**config.mk**
```make
export PLATFORM = sky130hd
export DESIGN_NAME = dmem_ctrl
export DESIGN_NICKNAME = d
export VERILOG_FILES = /design/src/rtl/dmem_ctrl_pkg.sv /design/src/rtl/dmem_lane_unit.sv /design/src/rtl/dmem_ctrl.sv
export SDC_FILE = /design/constraint.sdc
export NUM_CORES = 1
export LEC_CHECK = 0
export CAP_MARGIN = 25
export CORE_UTILIZATION = 30
export DETAILED_ROUTE_END_ITERATION = 6
export GPL_TIMING_DRIVEN = 0
export PLACE_DENSITY = 0.59
export SLEW_MARGIN = 10
export SYNTH_ARGS = -nofsm -noshare
export SYNTH_HDL_FRONTEND = slang
export SYNTH_SLANG_ARGS = --single-unit
export TNS_END_PERCENT = 50
```
**constraint.sdc**
```tcl
create_clock -name clk -period 9.8 [get_ports clk]
set_input_delay 2.45 -clock clk [delete_from_list [all_inputs] [get_ports clk]]
set_output_delay 2.45 -clock clk [all_outputs]
set_load 0.01 [all_outputs]
```
**src/rtl/dmem_ctrl_pkg.sv**
```systemverilog
// Shared encodings for the data-memory access controller: request sizes,
// FSM states and byte-lane write masks.
package dmem_ctrl_pkg;

   localparam logic [1:0] SIZE_B = 2'b00;
   localparam logic [1:0] SIZE_H = 2'b01;
   localparam logic [1:0] SIZE_W = 2'b10;
   localparam logic [1:0] SIZE_X = 2'b11;

   localparam logic [3:0] MASK_B = 4'b0001;
   localparam logic [3:0] MASK_H = 4'b0011;
   localparam logic [3:0] MASK_W = 4'b1111;

   typedef enum logic [1:0] {
      IDLE,
      ACCESS,
      RMW_WR,
      RESP
   } state_t;

   // Right-aligned lane mask for a request size (illegal size yields no lanes).
   function automatic logic [3:0] size_mask(input logic [1:0] size);
      case (size)
         SIZE_B:  size_mask = MASK_B;
         SIZE_H:  size_mask = MASK_H;
         SIZE_W:  size_mask = MASK_W;
         default: size_mask = 4'b0000;
      endcase
   endfunction

endpackage

```
**src/rtl/dmem_lane_unit.sv**
```systemverilog
// Byte-lane datapath: load lane extraction with sign extension, store merge
// into a read word, and alignment/size error decode.
module dmem_lane_unit
   import dmem_ctrl_pkg::*;
(
   input  logic [1:0]  offset,
   input  logic [1:0]  size,
   input  logic        is_signed,
   input  logic [31:0] rdata,
   input  logic [31:0] wdata,
   output logic [31:0] load_data,
   output logic [31:0] merged_data,
   output logic        align_err
);

   logic [4:0]  shamt;
   logic [31:0] rshift;
   logic [31:0] wshift;
   logic [3:0]  lane_mask;

   assign shamt     = {offset, 3'b000};
   assign rshift    = rdata >> shamt;
   assign wshift    = wdata << shamt;
   assign lane_mask = size_mask(size) << offset;

   assign align_err = (size == SIZE_X)
                    | ((size == SIZE_H) & (offset == 2'd3))
                    | ((size == SIZE_W) & (offset != 2'd0));

   always_comb begin
      load_data = rshift;
      case (size)
         SIZE_B:  load_data = {{24{is_signed & rshift[7]}}, rshift[7:0]};
         SIZE_H:  load_data = {{16{is_signed & rshift[15]}}, rshift[15:0]};
         default: load_data = rshift;
      endcase
   end

   // Store bytes replace only their own lanes; the rest keep the read data.
   generate
      for (genvar gi = 0; gi < 4; gi++) begin : g_merge
         assign merged_data[8*gi +: 8] = lane_mask[gi] ? wshift[8*gi +: 8]
                                                       : rdata[8*gi +: 8];
      end
   endgenerate

endmodule

```
**src/rtl/dmem_ctrl.sv**
```systemverilog
// Two-master access controller for the data memory: round-robin arbitration,
// request validation, direct or read-modify-write stores and lane-extracted loads.
module dmem_ctrl
   import dmem_ctrl_pkg::*;
#(
   parameter int ADDR_W = 12
) (
   input  logic        clk,
   input  logic        rst,
   input  logic        m0_req_valid,
   output logic        m0_req_ready,
   input  logic        m0_req_we,
   input  logic [31:0] m0_req_addr,
   input  logic [1:0]  m0_req_size,
   input  logic        m0_req_signed,
   input  logic [31:0] m0_req_wdata,
   output logic        m0_rsp_valid,
   input  logic        m1_req_valid,
   output logic        m1_req_ready,
   input  logic        m1_req_we,
   input  logic [31:0] m1_req_addr,
   input  logic [1:0]  m1_req_size,
   input  logic        m1_req_signed,
   input  logic [31:0] m1_req_wdata,
   output logic        m1_rsp_valid,
   output logic [31:0] rsp_rdata,
   output logic        rsp_err,
   output logic        mem_ce,
   output logic        mem_we,
   output logic        mem_memRr,
   output logic [31:0] mem_addr,
   output logic [31:0] mem_wtData,
   output logic [3:0]  mem_w_mask,
   output logic [3:0]  mem_r_mask,
   input  logic [31:0] mem_rdData
);

   state_t      state_reg, state_next;
   logic        last_grant_reg;
   logic        master_reg;
   logic        we_reg;
   logic [31:0] addr_reg;
   logic [1:0]  size_reg;
   logic        signed_reg;
   logic [31:0] wdata_reg;
   logic        err_reg;
   logic [31:0] rdata_reg;
   logic [31:0] merged_reg;

   logic        grant0, grant1, accept, sel_m1;
   logic        sel_we, sel_signed, range_err;
   logic [31:0] sel_addr, sel_wdata;
   logic [1:0]  sel_size;
   logic [1:0]  lane_offset, lane_size;
   logic [31:0] load_data, merged_data;
   logic        align_err, direct_store;

   // With both masters requesting, the one not granted last wins.
   assign grant0       = m0_req_valid & (~m1_req_valid | last_grant_reg);
   assign grant1       = m1_req_valid & (~m0_req_valid | ~last_grant_reg);
   assign m0_req_ready = (state_reg == IDLE) & ~rst & grant0;
   assign m1_req_ready = (state_reg == IDLE) & ~rst & grant1;
   assign accept       = m0_req_ready | m1_req_ready;
   assign sel_m1       = m1_req_ready;

   assign sel_we     = sel_m1 ? m1_req_we     : m0_req_we;
   assign sel_addr   = sel_m1 ? m1_req_addr   : m0_req_addr;
   assign sel_size   = sel_m1 ? m1_req_size   : m0_req_size;
   assign sel_signed = sel_m1 ? m1_req_signed : m0_req_signed;
   assign sel_wdata  = sel_m1 ? m1_req_wdata  : m0_req_wdata;
   assign range_err  = |sel_addr[31:ADDR_W];

   // The lane unit decodes the incoming request in IDLE and the held one afterwards.
   assign lane_offset  = (state_reg == IDLE) ? sel_addr[1:0] : addr_reg[1:0];
   assign lane_size    = (state_reg == IDLE) ? sel_size      : size_reg;
   assign direct_store = (size_reg == SIZE_W) | (addr_reg[1:0] == 2'd0);

   dmem_lane_unit u_lane (
      .offset      (lane_offset),
      .size        (lane_size),
      .is_signed   (signed_reg),
      .rdata       (mem_rdData),
      .wdata       (wdata_reg),
      .load_data   (load_data),
      .merged_data (merged_data),
      .align_err   (align_err)
   );

   always_ff @(posedge clk) begin
      if (rst) begin
         state_reg      <= IDLE;
         last_grant_reg <= 1'b1;
         master_reg     <= 1'b0;
         we_reg         <= 1'b0;
         addr_reg       <= '0;
         size_reg       <= SIZE_B;
         signed_reg     <= 1'b0;
         wdata_reg      <= '0;
         err_reg        <= 1'b0;
         rdata_reg      <= '0;
         merged_reg     <= '0;
      end else begin
         state_reg <= state_next;
         if (accept) begin
            master_reg     <= sel_m1;
            last_grant_reg <= sel_m1;
            we_reg         <= sel_we;
            addr_reg       <= sel_addr;
            size_reg       <= sel_size;
            signed_reg     <= sel_signed;
            wdata_reg      <= sel_wdata;
            err_reg        <= align_err | range_err;
            rdata_reg      <= '0;
         end
         if ((state_reg == ACCESS) && !err_reg) begin
            if (!we_reg) begin
               rdata_reg <= load_data;
            end else if (!direct_store) begin
               merged_reg <= merged_data;
            end
         end
      end
   end

   always_comb begin
      state_next   = state_reg;
      m0_rsp_valid = 1'b0;
      m1_rsp_valid = 1'b0;
      rsp_rdata    = '0;
      rsp_err      = 1'b0;
      mem_ce       = 1'b0;
      mem_we       = 1'b0;
      mem_memRr    = 1'b0;
      mem_addr     = '0;
      mem_wtData   = '0;
      mem_w_mask   = 4'b0000;
      mem_r_mask   = 4'b0000;
      case (state_reg)
         IDLE: begin
            if (accept) state_next = ACCESS;
         end
         ACCESS: begin
            // A rejected request idles here with every enable low so that all
            // non-RMW responses share the same two-cycle latency.
            state_next = RESP;
            if (!err_reg) begin
               mem_ce   = 1'b1;
               mem_addr = {addr_reg[31:2], 2'b00};
               if (!we_reg) begin
                  mem_memRr  = 1'b1;
                  mem_r_mask = MASK_W;
               end else if (direct_store) begin
                  mem_we     = 1'b1;
                  mem_w_mask = size_mask(size_reg);
                  mem_wtData = wdata_reg;
               end else begin
                  mem_memRr  = 1'b1;
                  mem_r_mask = MASK_W;
                  state_next = RMW_WR;
               end
            end
         end
         RMW_WR: begin
            mem_ce     = 1'b1;
            mem_we     = 1'b1;
            mem_addr   = {addr_reg[31:2], 2'b00};
            mem_w_mask = MASK_W;
            mem_wtData = merged_reg;
            state_next = RESP;
         end
         RESP: begin
            m0_rsp_valid = ~master_reg;
            m1_rsp_valid = master_reg;
            rsp_rdata    = rdata_reg;
            rsp_err      = err_reg;
            state_next   = IDLE;
         end
         default: state_next = IDLE;
      endcase
      // Reset wins in any state: nothing reaches the memory or the masters.
      if (rst) begin
         state_next   = IDLE;
         m0_rsp_valid = 1'b0;
         m1_rsp_valid = 1'b0;
         rsp_rdata    = '0;
         rsp_err      = 1'b0;
         mem_ce       = 1'b0;
         mem_we       = 1'b0;
         mem_memRr    = 1'b0;
         mem_addr     = '0;
         mem_wtData   = '0;
         mem_w_mask   = 4'b0000;
         mem_r_mask   = 4'b0000;
      end
   end

endmodule
```
==> key figures, run 1 <==
Floorplan
  – Starting Density: 30.9%
  – Core ar.: 26300 um^2
  – Die Width: 167 um
  – Num rows: 59
  – IO Count: 284
  – Die ar.: 27700 um^2
  – Height of the chip: 167 um

Power
  – Internal cell power: 1740 uW
  – Static leakage: 0.00439 uW
  – P_sw: 1290 uW
  – Clock share of power: 24.1%
  – Flop pwr share: 26.1%
  – Maximum vdd drop: 0.177 mV
  – Switching part of the total: 42.5%
  – PwrDens: 252 nW/um^2
  – Comb pwr share: 49.8%
  – Total power: 3030 uW

Yosys
  – Synth Flop Type: dfxtp_1
  – Netlist cell types: 56
  – Post-synthesis sequential area ratio: 33.8%
  – EDFF count, synth: 0
  – Synth Cell Area: 8120 um^2
  – Syn avg cell area: 7.99 um^2
  – Largest area contributor in the netlist: dfxtp_1
  – Yosys reg bits: 137
  – Post-Synthesis Cells: 1016
  – Post-Synth Simple-Gate Area: 21.5%
  – Post-Synth XOR/XNOR Area: 0%
  – Yosys warns: 0
  – Async S/R FF share, synth: 0%
  – Post-synthesis compound-gate area fraction: 25.7%
  – Post-synthesis mux area share: 11.0%
  – Synth Area in Adders: 1.69%
  – Largest family of logic cells by synthesized area: compound AO/OA/AOI/OAI gates
  – Synth top area share: 33.8%
  – Largest cells by area after synthesis: dfxtp_1 34%, a311oi_1 6.7%, nand2_1 6.6%, mux2i_1 5.5%, nor2_1 5.4%

Clocking
  – CTS Sinks: 137
  – Cts repair resizes: 0
  – CTS tree: done
  – Num CTS Buffers: 17
  – CTS clk-pin slew, worst paths: 0.06 ns
  – Clk_lat worst skew: 0.43 ns
  – CTS Hold Bufs: 0
  – Clock buffer depth: 2
  – Root Driver: clkbuf_16
  – Setup bufs post-CTS: 0
  – Htree depth: 4

Timing
  – PnR worst setup slack: 2.34 ns
  – Setup repair after global routing missed its margin: no
  – Final min period: 7.46 ns
  – Fin crit share: 76.1%
  – Final Max Tran Viols: 0
  – Setup TNS: 0 ns
  – Max Clk Rate: 134 MHz
  – Final Skew: 0.0106 ns
  – Slew headroom: 35.0%
  – Final Hold Viols: 0
  – Worst slew pin tran: 0.975 ns
  – Setup violators final: 0

Route
  – Drt drc: 12
  – DRT Pass-1 Iters: 7
  – DR WL met2: 14500 um
  – Via count: 8767
  – WL final: 32600 um
  – Detail Route Antenna Nets: 0
  – Met1 wire length: 15200 um
  – Vias/cell: 5.27
  – First DRT Iteration DRCs: 807
  – Top Layer Used: met4
  – Wire per inst: 19.6 um
  – Met3 routed WL: 2110 um

Worst hold path
  – Hold WC Path Type: flop to flop

Final layout
  – Nets: 1498
  – ANT cells: 0
  – Fillers: 2650
  – Sequential cell area: 2740 um^2
  – Area grow syn2layout: 47.8%
  – Layout cells sized above 1: 6.63%
  – Multi-input logic area: 4870 um^2

Global route
  – Number of global-route vias before repair: 8269
  – Global-route wire length before repair: 48800 um
  – Total track usage: 22.9%
  – Largest net degree at the start of global routing: 17
  – Grt ovf: 0
  – Initial antenna violation count: 0

Worst setup path
  – CP required: 7.35 ns
  – CP Max Fanout: 10
  – Setup CP Type: input pin to output pin
  – CP Launch Type: input pin
  – Crit. End Element: output pin
  – Crit path DAT: 5.01 ns
  – Reg2reg setup slack: 6.51 ns

Place
  – Port bufs: 279
  – Place WS: 2.33 ns
  – Dpl hpwl: 26200 um
  – Final GP Congestion: 0.924

Job
  – Max-cap violations: 0

Run status
  – Failing checks: DRC
  – Status: complete, but fails checks
cell usage after synthesis (2+ instances only):
| master | number |
|---|---|
| a211oi_1 | 31 |
| a21o_1 | 2 |
| a21oi_1 | 51 |
| a221o_1 | 8 |
| a22oi_1 | 40 |
| a311oi_1 | 62 |
| a31oi_1 | 11 |
| a32oi_1 | 17 |
| and2_1 | 66 |
| and3_1 | 5 |
| and4_1 | 2 |
| buf_1 | 6 |
| buf_2 | 15 |
| buf_4 | 9 |
| clkbuf_1 | 64 |
| dfxtp_1 | 137 |
| ha_1 | 11 |
| inv_1 | 24 |
| mux2_1 | 26 |
| mux2_2 | 13 |
| mux2i_1 | 45 |
| nand2_1 | 143 |
| nand2b_1 | 4 |
| nand3_1 | 8 |
| nand3_2 | 2 |
| nand4_1 | 2 |
| nor2_1 | 117 |
| nor2_2 | 2 |
| nor2b_1 | 6 |
| nor3_1 | 3 |
| nor3_2 | 2 |
| nor4_1 | 10 |
| o21ai_0 | 25 |
| o21ai_1 | 3 |
| o22ai_1 | 8 |
| o31ai_1 | 8 |
| o32ai_1 | 8 |
| or2_2 | 2 |
power by group through the flow:
stage,logic (uW),clock network [uW],registers [uW]
6_report,1510,729,790
3_3_place_gp,1480,0,797
2_1_floorplan,1050,0,753
3_5_place_dp,1480,0,800
5_1_grt,1640,760,803
4_1_cts,1490,737,788
cell families (layout without fill, tap and decap cells):
group	after synthesis	in the layout
muxes	84	84
buffers and inverters	120	431
and+or+nand+nor	378	378
AOI/OAI and AO/OA	285	285
adders and majority gates	11	11
DFF	137	137
other	1	2
cell type report:
| class | count | area share, % |
|---|---|---|
| Clock inverter | 11 | 1.61 |
| Tap cell | 335 | 3.49 |
| Clock buffer | 21 | 3.92 |
| Buffer | 95 | 3.47 |
| Inverter | 25 | 0.782 |
| Sequential cell | 137 | 22.9 |
| Multi-Input combinational cell | 760 | 40.6 |
| Timing Repair Buffer | 279 | 23.3 |
critical path, stage by stage:
cell and delay (ns):
clkdlybuf4s50_1 0.57, a21boi_4 0.34, nand3_1 0.11, clkbuf_1 0.32, inv_1 0.14, clkbuf_1 0.43, clkdlybuf4s50_1 0.64
routing by layer:
metal / up-vias / GRT usage (%)
li1: 4291 / -
met2: 330 / 35.3
met4: 0 / 8.49
met1: 4101 / 31.4
met5: - / 0
met3: 45 / 4.68
metrics by stage:
stage	hold slack, ns	cells	utilization [%]	cell area [um^2]
floorplan	0.436	1017	-	8130
global placement	0.460	1631	43.1	11300
detailed placement	0.464	1631	43.1	11300
CTS	0.473	1663	45.7	12000
global route	0.492	1663	45.7	12000
finish	0.470	1663	45.7	12000
worst paths after layout:
kind | cells after the start | end | from
worst max-delay path | 7 | m1_req_ready | m1_req_valid
worst max register to register | 13 | rdata_reg[11] | state_reg[0]
worst min register to register | 2 | master_reg | master_reg
worst min-delay path | 2 | master_reg | master_reg
layout by cell type (no fill, tap or decap), drive strengths merged, types with 2 or more instances in the layout:
master,count
a311oi,62
a22oi,40
a21oi,51
clkdlybuf4s50,279
a221o,8
clkbuf,85
o21ai,28
a21boi,2
bufinv,5
nand4,2
and2,66
nand3,10
and4,2
nand2b,4
clkinvlp,2
buf,31
ha,11
a41oi,2
nor2,119
nor3,6
nor2b,6
a32oi,17
a211oi,31
or2,2
nor4,11
conb,2
dfxtp,137
and3,5
mux2i,45
o22ai,8
inv,25
a21o,2
nand2,144
o31ai,9
a31oi,12
o32ai,8
clkinv,4
mux2,39
No activity file was read; power rests on OpenSTA's default activity.
==> run 2: changes to the inputs <==
==> constraint.sdc (replaced) <==
create_clock -name clk -period 7.47 [get_ports clk]
set_input_delay 1.8675 -clock clk [delete_from_list [all_inputs] [get_ports clk]]
set_output_delay 1.8675 -clock clk [all_outputs]
set_load 0.01 [all_outputs]
==> results of run 2 <==
Same layout as run 1 (identical final DEF). Status: complete, but fails checks: DRC.
Among the figures that moved: setup slack after placement 2.33 ns -> 1.17 ns; setup slack after layout 2.34 ns -> 1.18 ns; register-to-register setup slack 6.51 ns -> 4.18 ns; total power 3030 uW -> 3970 uW; worst IR drop on VDD 0.177 mV -> 0.232 mV
